$ cat config.mk
export PLATFORM = sky130hd
export DESIGN_NAME = pow2x
export DESIGN_NICKNAME = d
export VERILOG_FILES = /design/src/rtl/pow2x_pkg.sv /design/src/rtl/pow2x_mulstep.sv /design/src/rtl/pow2x.sv
export SDC_FILE = /design/constraint.sdc
export NUM_CORES = 1
export LEC_CHECK = 0
export ABC_AREA = 1
export BUFFER_PORTS_ARGS = -buffer_cell sky130_fd_sc_hd__buf_2
export CORE_ASPECT_RATIO = 1.2
export CORE_UTILIZATION = 45
export DETAILED_ROUTE_END_ITERATION = 10
export MAX_ROUTING_LAYER = met4
export SYNTH_ARGS = -nofsm -noshare
export SYNTH_HDL_FRONTEND = slang
export SYNTH_HIERARCHICAL = 1
export SYNTH_SLANG_ARGS = --single-unit
$ cat constraint.sdc
create_clock -name clk -period 8.3 [get_ports clk]
set_clock_uncertainty 0.15 [all_clocks]
set_input_delay 1.66 -clock clk [delete_from_list [all_inputs] [get_ports clk]]
set_output_delay 1.66 -clock clk [all_outputs]
set_load 0.03 [all_outputs]
$ cat src/rtl/pow2x_pkg.sv
// Shared types and constants for the pow2x fixed-point antilog unit.
// The formats are Q6.5 for the input, Q2.15 for the accumulator and Q5.11 for the output.
package pow2x_pkg;

    localparam int IN_INT_W   = 6;
    localparam int IN_FRAC_W  = 5;
    localparam int IN_W       = IN_INT_W + IN_FRAC_W;
    localparam int OUT_W      = 16;
    localparam int K_W        = 16;
    localparam int ACC_W      = 17;
    localparam int ACC_FRAC_W = 15;
    localparam int OUT_FRAC_W = 11;
    localparam int PROD_W     = ACC_W + K_W;
    localparam int CNT_W      = 3;
    localparam int FIN_SHIFT  = ACC_FRAC_W - OUT_FRAC_W;

    localparam logic [ACC_W-1:0] ONE_Q2_15 = 17'h08000;
    localparam int               OVF_LIMIT = 5;

    // Entry i is 2^(2^-(i+1)) in Q1.15. Entry 0 pairs with the fraction MSB.
    localparam logic [K_W-1:0] K [0:IN_FRAC_W-1] = '{
        16'd46341, 16'd38968, 16'd35734, 16'd34219, 16'd33486
    };

    typedef enum logic [1:0] {
        IDLE,
        MUL,
        FIN
    } state_e;

endpackage

$ cat src/rtl/pow2x_mulstep.sv
// One multiply step: acc * K, rounded half up and brought back to Q2.15.
// Purely combinational. The caller decides whether the result is used.
module pow2x_mulstep
    import pow2x_pkg::*;
(
    input  logic [ACC_W-1:0] acc_i,
    input  logic [K_W-1:0]   k_i,
    output logic [ACC_W-1:0] acc_o
);

    localparam logic [PROD_W-1:0] ROUND = PROD_W'(1) << (ACC_FRAC_W - 1);

    logic [PROD_W-1:0] prod;

    assign prod  = {{K_W{1'b0}}, acc_i} * {{ACC_W{1'b0}}, k_i};
    assign acc_o = ACC_W'((prod + ROUND) >> ACC_FRAC_W);

endmodule

$ cat src/rtl/pow2x.sv
// Iterative fixed-point 2^x. It consumes one fraction bit per cycle, MSB first, then
// applies the integer part as a left shift. The latency is six cycles from start to done.
module pow2x
    import pow2x_pkg::*;
(
    input  logic             clk,
    input  logic             rst,
    input  logic             start,
    input  logic [IN_W-1:0]  x,
    output logic             busy,
    output logic             done,
    output logic [OUT_W-1:0] o,
    output logic             ovf
);

    state_e             state_q, state_d;
    logic [IN_W-1:0]    x_q, x_d;
    logic [ACC_W-1:0]   acc_q, acc_d;
    logic [CNT_W-1:0]   cnt_q, cnt_d;
    logic               busy_q, busy_d;
    logic               done_q, done_d;
    logic [OUT_W-1:0]   o_q, o_d;
    logic               ovf_q, ovf_d;

    logic [ACC_W-1:0]     acc_mul;
    logic [IN_INT_W-1:0]  int_part;
    logic [IN_FRAC_W-1:0] frac;
    logic                 frac_bit;
    logic                 last_step;

    assign int_part  = x_q[IN_W-1:IN_FRAC_W];
    assign frac      = x_q[IN_FRAC_W-1:0];
    assign frac_bit  = frac[CNT_W'(IN_FRAC_W-1) - cnt_q];
    assign last_step = (cnt_q == CNT_W'(IN_FRAC_W-1));

    pow2x_mulstep u_mulstep (
        .acc_i (acc_q),
        .k_i   (K[cnt_q]),
        .acc_o (acc_mul)
    );

    // NOTE: sequential state uses non-blocking assignments only, so every register
    // samples the pre-edge values regardless of statement order.
    always_ff @(posedge clk or negedge rst) begin
        if (!rst) begin
            state_q <= IDLE;
            x_q     <= '0;
            acc_q   <= '0;
            cnt_q   <= '0;
            busy_q  <= 1'b0;
            done_q  <= 1'b0;
            o_q     <= '0;
            ovf_q   <= 1'b0;
        end else begin
            state_q <= state_d;
            x_q     <= x_d;
            acc_q   <= acc_d;
            cnt_q   <= cnt_d;
            busy_q  <= busy_d;
            done_q  <= done_d;
            o_q     <= o_d;
            ovf_q   <= ovf_d;
        end
    end

    always_comb begin
        state_d = state_q;
        unique case (state_q)
            IDLE:    if (start) state_d = MUL;
            MUL:     if (last_step) state_d = FIN;
            FIN:     state_d = IDLE;
            default: state_d = IDLE;
        endcase
    end

    // NOTE: every _d signal gets its hold value before the case statement, so no path
    // leaves a signal unassigned and no latch is inferred.
    always_comb begin
        x_d    = x_q;
        acc_d  = acc_q;
        cnt_d  = cnt_q;
        busy_d = busy_q;
        done_d = 1'b0;
        o_d    = o_q;
        ovf_d  = ovf_q;
        unique case (state_q)
            IDLE: begin
                if (start) begin
                    x_d    = x;
                    acc_d  = ONE_Q2_15;
                    cnt_d  = '0;
                    busy_d = 1'b1;
                end
            end
            MUL: begin
                if (frac_bit) acc_d = acc_mul;
                cnt_d = cnt_q + CNT_W'(1);
            end
            FIN: begin
                // The Q2.15 to Q5.11 realignment is folded into the integer shift.
                if (int_part >= IN_INT_W'(OVF_LIMIT)) begin
                    o_d   = '1;
                    ovf_d = 1'b1;
                end else begin
                    o_d   = OUT_W'(({{FIN_SHIFT{1'b0}}, acc_q} << int_part) >> FIN_SHIFT);
                    ovf_d = 1'b0;
                end
                done_d = 1'b1;
                busy_d = 1'b0;
            end
            default: ;
        endcase
    end

    assign busy = busy_q;
    assign done = done_q;
    assign o    = o_q;
    assign ovf  = ovf_q;

endmodule

# Yosys cells after proc, flatten, opt, wreduce, memory -nomap -nowiden
# Memories as Yosys holds them, arrays and structs flattened.
# Index checks and enable logic that the tools add are counted.
# totals
regBits	52
romBits	128
input_bits	14
output_inout_bits	19
elab_cells	49
n_memories	1
# op_classes
add_sub_neg	3
multipliers	1
n_lt_le_gt_ge	3
n_eq_ne	6
shift	1
muxes	17
bitwise_logic	1
reduce_logical	8
# memory_table
name	depth	word_bits	rd	rd_clocked_by_memory_dff	wr	line	source
(no name shown)	8	16	1	0	0	pow2x.sv:38	.k_i (K[cnt_q]),
# ops
op	count
2-to-1 mux 16 bit	3
2-to-1 mux 17 bit	2
one-hot mux 17 bit (2 select lines)	1
adder 32 x 15 -> 32 bit (second input constant)	1
multiplier 17 x 16 -> 32 bit	1
<< shifter 17 x 6 -> 20 bit	1
AND reduction 2 bit	4
>= comparator 6 x 3 -> 1 bit (second input constant)	1
inequality test 2 bit (second input constant)	3
one-hot mux 3 bit (2 select lines)	1
>= comparator 4 bit (second input constant)	1
< comparator 3 x 4 -> 1 bit (second input constant)	1
2-to-1 mux 1 bit	4
2-to-1 mux 2 bit	2
inverter 3 -> 4 bit	1
one-hot mux 2 bit (2 select lines)	1
nonzero test 2 bit	2
adder 3 x 1 -> 3 bit (second input constant)	1
binary-select mux 1 bit (select 3 bit)	1
equality test 3 bit (second input constant)	1
2-to-1 mux 3 bit	1
AND reduction 3 bit	1
subtractor 3 bit (first input constant)	1
equality test 2 x 1 -> 1 bit (second input constant)	1
3 further kinds	3

# Longest topological paths before layout
# depth
word_depth	8
ltp_mapped	31
mapped_depth_nobuf	29

# By module
# Netlist, hierarchy kept.
# modules_own_cells
module	instances	cells_each	area_per_inst_um2	seq_area_each_um2
pow2x_mulstep	1	1386	9699.3	0.0
pow2x	1	364	2817.7	1301.2

# Worst setup path before layout
# Ideal clock, no wire load.
# synth_timing
kind	register to register
startpoint	register cnt_q[0]
endpoint	register acc_q[15]
setup_ps	121
t_arrival_ps	5866
required_ps	8029
path_slack_ps	2162
stages_incl_launch_ff	28
n_path_buf	2
cell_sequence	dfrtp_1 inv_2 ha_1 or2_2 or2_2 clkbuf_1 clkbuf_1 nand2_1 fa_1 fa_1 inv_1 fa_1 fa_1 fa_1 inv_1 fa_1 inv_1 ha_1 a21oi_1 o21ai_0 nand2_1 nand2_1 a21oi_1 nand2_1 nand2_1 nand2_1 nor2_1 o21ai_1
# synth_via
elab_chain_len	8
# synth_rtl
element	line	source
from (decl)	pow2x.sv:19	logic [CNT_W-1:0] cnt_q, cnt_d;
from (signal assigned)	pow2x.sv:58	cnt_q <= cnt_d;
inverter 3 -> 4 bit (not written as such)	pow2x.sv:38	
memory read (8 x 16 bit)	--	
2-to-1 mux 16 bit (not written as such) (2 in a row)	pow2x.sv:38	
multiplier 17 x 16 -> 32 bit	pow2x_mulstep.sv:15	assign prod = {{K_W{1'b0}}, acc_i} * {{ACC_W{1'b0}}, k_i};
adder 32 x 15 -> 32 bit	pow2x_mulstep.sv:16	assign acc_o = ACC_W'((prod + ROUND) >> ACC_FRAC_W);
via acc_mul[15]	pow2x.sv:25	logic [ACC_W-1:0] acc_mul;
2-to-1 mux 17 bit	pow2x.sv:96	if (frac_bit) acc_d = acc_mul;
one-hot mux 17 bit (2 select lines)	pow2x.sv:86	unique case (state_q)
to (signal assigned)	pow2x.sv:48	acc_q <= '0;
to (signal assigned)	pow2x.sv:57	acc_q <= acc_d;
to (decl)	pow2x.sv:18	logic [ACC_W-1:0] acc_q, acc_d;
# The timed path passes the listed nets, and every way through them passes these cells. The select of a mux whose other input is x is not followed.
# A chain may end at the register's enable or synchronous reset.

# Final worst setup path
# layout_timing
startpoint	register cnt_q[0]
endpoint	register acc_q[14]
# Same word-level chain as after synthesis.

==> impl_metrics.tcl <==
set metrics [dict create \
    drive_gt1_share_pct 4.64 \
    synth.area.mux_share_pct 0.530 \
    maxCapViolations 0 \
    synth_nets 2086 \
    seq_area_frac_synth_pct 10.4 \
    wl_per_cell_um 15.7 \
    synthTopCellsByArea "fa_1, nand2_1, inv_1, ha_1, dfrtp_1" \
    grt_pass1_vias 10800 \
    min_period_ps 6790 \
    syn_avg_cell_area_um2 7.15 \
    fp.dieW_um 154 \
    worst-setup-path-type "flop to flop" \
    yosys.area_share.simple_pct 22.8 \
    synth-compound-area-share_pct 4.45 \
    tightest_slew_ps 1040 \
    antenna_cells 0 \
    path_max_fanout 17 \
    grt_use_total_pct 25.3 \
    core_area_mm2 0.0273 \
    drv_slew 0 \
    grt_overflow_total 0 \
    synth_top_family_by_area "adder cells" \
    hold_buffers 0 \
    slew_headroom_pct 30.4 \
    place_congestion 0.907 \
    clock_latency_ps 320 \
    ios 33 \
    arrival_ps 6850 \
    grt_max_degree 53 \
    post_cts_buffers 0 \
    ant_nets 0 \
    place.port_buffers 32 \
    hpwl_um 25200 \
    vias 10300 \
    setup_tns_ps 0 \
    row_count 66 \
    fillers 2751 \
    fp.dieH_um 185 \
    post_cts_resized 0 \
    status "completed" \
    clk_pin_slew_ps 90 \
    synthArstFlopShare_pct 100 \
    fin_nets 2059 \
    rsz0062_at_grt "no" \
    cts.sinks 52 \
    die_area_mm2 0.0285 \
    cts_tree "built" \
    cts_buffers 5 \
    yosys_most_used_dff "dfrtp_1" \
    finalCritPeriodShare_pct 81.8 \
    synth_xor_area_share_pct 0.490 \
    viasPerCell 4.98 \
    layout_common_cells "nand2_1, inv_1, fa_1" \
    synth_top_area_share_pct 33.1 \
    yosys.area.top_type "fa_1" \
    yosysWarnings 6 \
    hold_class "flop to flop" \
    hold_viol_final 0 \
    grt_pass1_wl_um 54600 \
    cp.required_ps 8360 \
    drc 0 \
    antenna_found_initial 0 \
    cts_buffer_depth 2 \
    start_util_pct 45.9 \
    drt_iter0_drc 558 \
    yosysUniqueCellTypes 39 \
    synth-adder-area-share_pct 44.6 \
    synthToLayoutAreaGrowth_pct 4.14 \
    cts_root_buffer "clkbuf_16" \
    fmax_mhz 147 \
    post-route-util_pct 47.8 \
    dr.pass1.iters 5 \
    synth_area_mm2 0.0125 \
    wirelength_um 32400 \
    synth_cells 1750 \
    setup_viol 0 \
    synth_edf_count 0 \
    final_common_cell "nand2_1" \
    startpoint_type "flop" \
    ys_ff_latch 52 \
    end_kind "flop" \
    h-tree-depth 2 \
]
## final cells by class
cell class,instances,area [µm²],share of cell area (%)
clock inverter,3,26.3,0.202
timing repair buffer,47,273,2.09
sequential,52,1300,9.98
multi-input combinational,1153,9140,70.1
inverter,464,1740,13.4
tap,340,425,3.26
clock buffer,5,125,0.960
## registers in the layout, summed over array words and instances, names as in the netlist
signal / cells
acc_q: 17
busy: 1
cnt_q: 3
done: 1
o: 16
ovf: 1
state_q: 2
x_q: 11
## worst max-delay path, stage by stage, from the launching register on
cell	delay, ps
dfrtp_1	440
inv_2	120
ha_1	380
nor2_2	730
nand2_1	180
fa_1	570
inv_1	50
fa_1	550
fa_1	430
fa_1	470
fa_1	490
inv_1	50
fa_1	500
inv_1	50
ha_1	360
a21oi_1	270
o21ai_0	220
inv_1	90
nand2_1	70
a21oi_1	170
nand2_1	80
nand2_1	60
nand2_1	50
nand3_1	80
nand2_1	70
## layer usage
metal  vias up  part of all wire [%]  track usage [%]
li1       5000                     -                -
met1      5041                    42             30.3
met2       198                    53             46.0
met3        36                   2.9             1.60
met4         0                   1.9             6.73
met5         -                     0                -
## Yosys cell counts (6+ instances only)
cell type	number
nand3_1	77
inv_2	7
nand2_1	532
fa_1	207
ha_1	115
nand4_1	6
buf_2	12
inv_1	456
o21ai_0	30
a21oi_1	50
nor3_1	6
nor2_1	76
o21ai_1	9
clkbuf_1	64
dfrtp_1	52
## worst paths after layout
check / end / start / cells past startpoint / slack, ps
setup / recovery: acc_q[14] / cnt_q[0] / 24 / 1510
hold / removal: busy / busy / 2 / 320
setup reg to reg: acc_q[14] / cnt_q[0] / 24 / 1510
hold reg to reg: busy / busy / 2 / 320
max in group asynchronous: acc_q[1] / rst / 2 / 6160
min in group asynchronous: o[9] / rst / 2 / 1330
## through the flow
stage | cell area (µm²) | cells | hold slack, ps | setup WS (ps)
floorplan | 12500 | 1750 | 309 | 2160
global placement | 12900 | 2056 | 301 | 1610
detailed placement | 12900 | 2056 | 310 | 1570
CTS | 13000 | 2064 | 327 | 1540
global route | 13000 | 2064 | 356 | 1100
finish | 13000 | 2064 | 324 | 1510
## cells by family after synthesis
kind of cell	Yosys count
and+or+nand+nor	711
DFF	52
other	2
buffers and inverters	545
xor gates and xnor gates	7
adders and majority gates	322
AOI/OAI and AO/OA	105
muxes	6
Power is not shown: default switching activity piles up to over one toggle a cycle in this logic, so the estimate is an artifact.
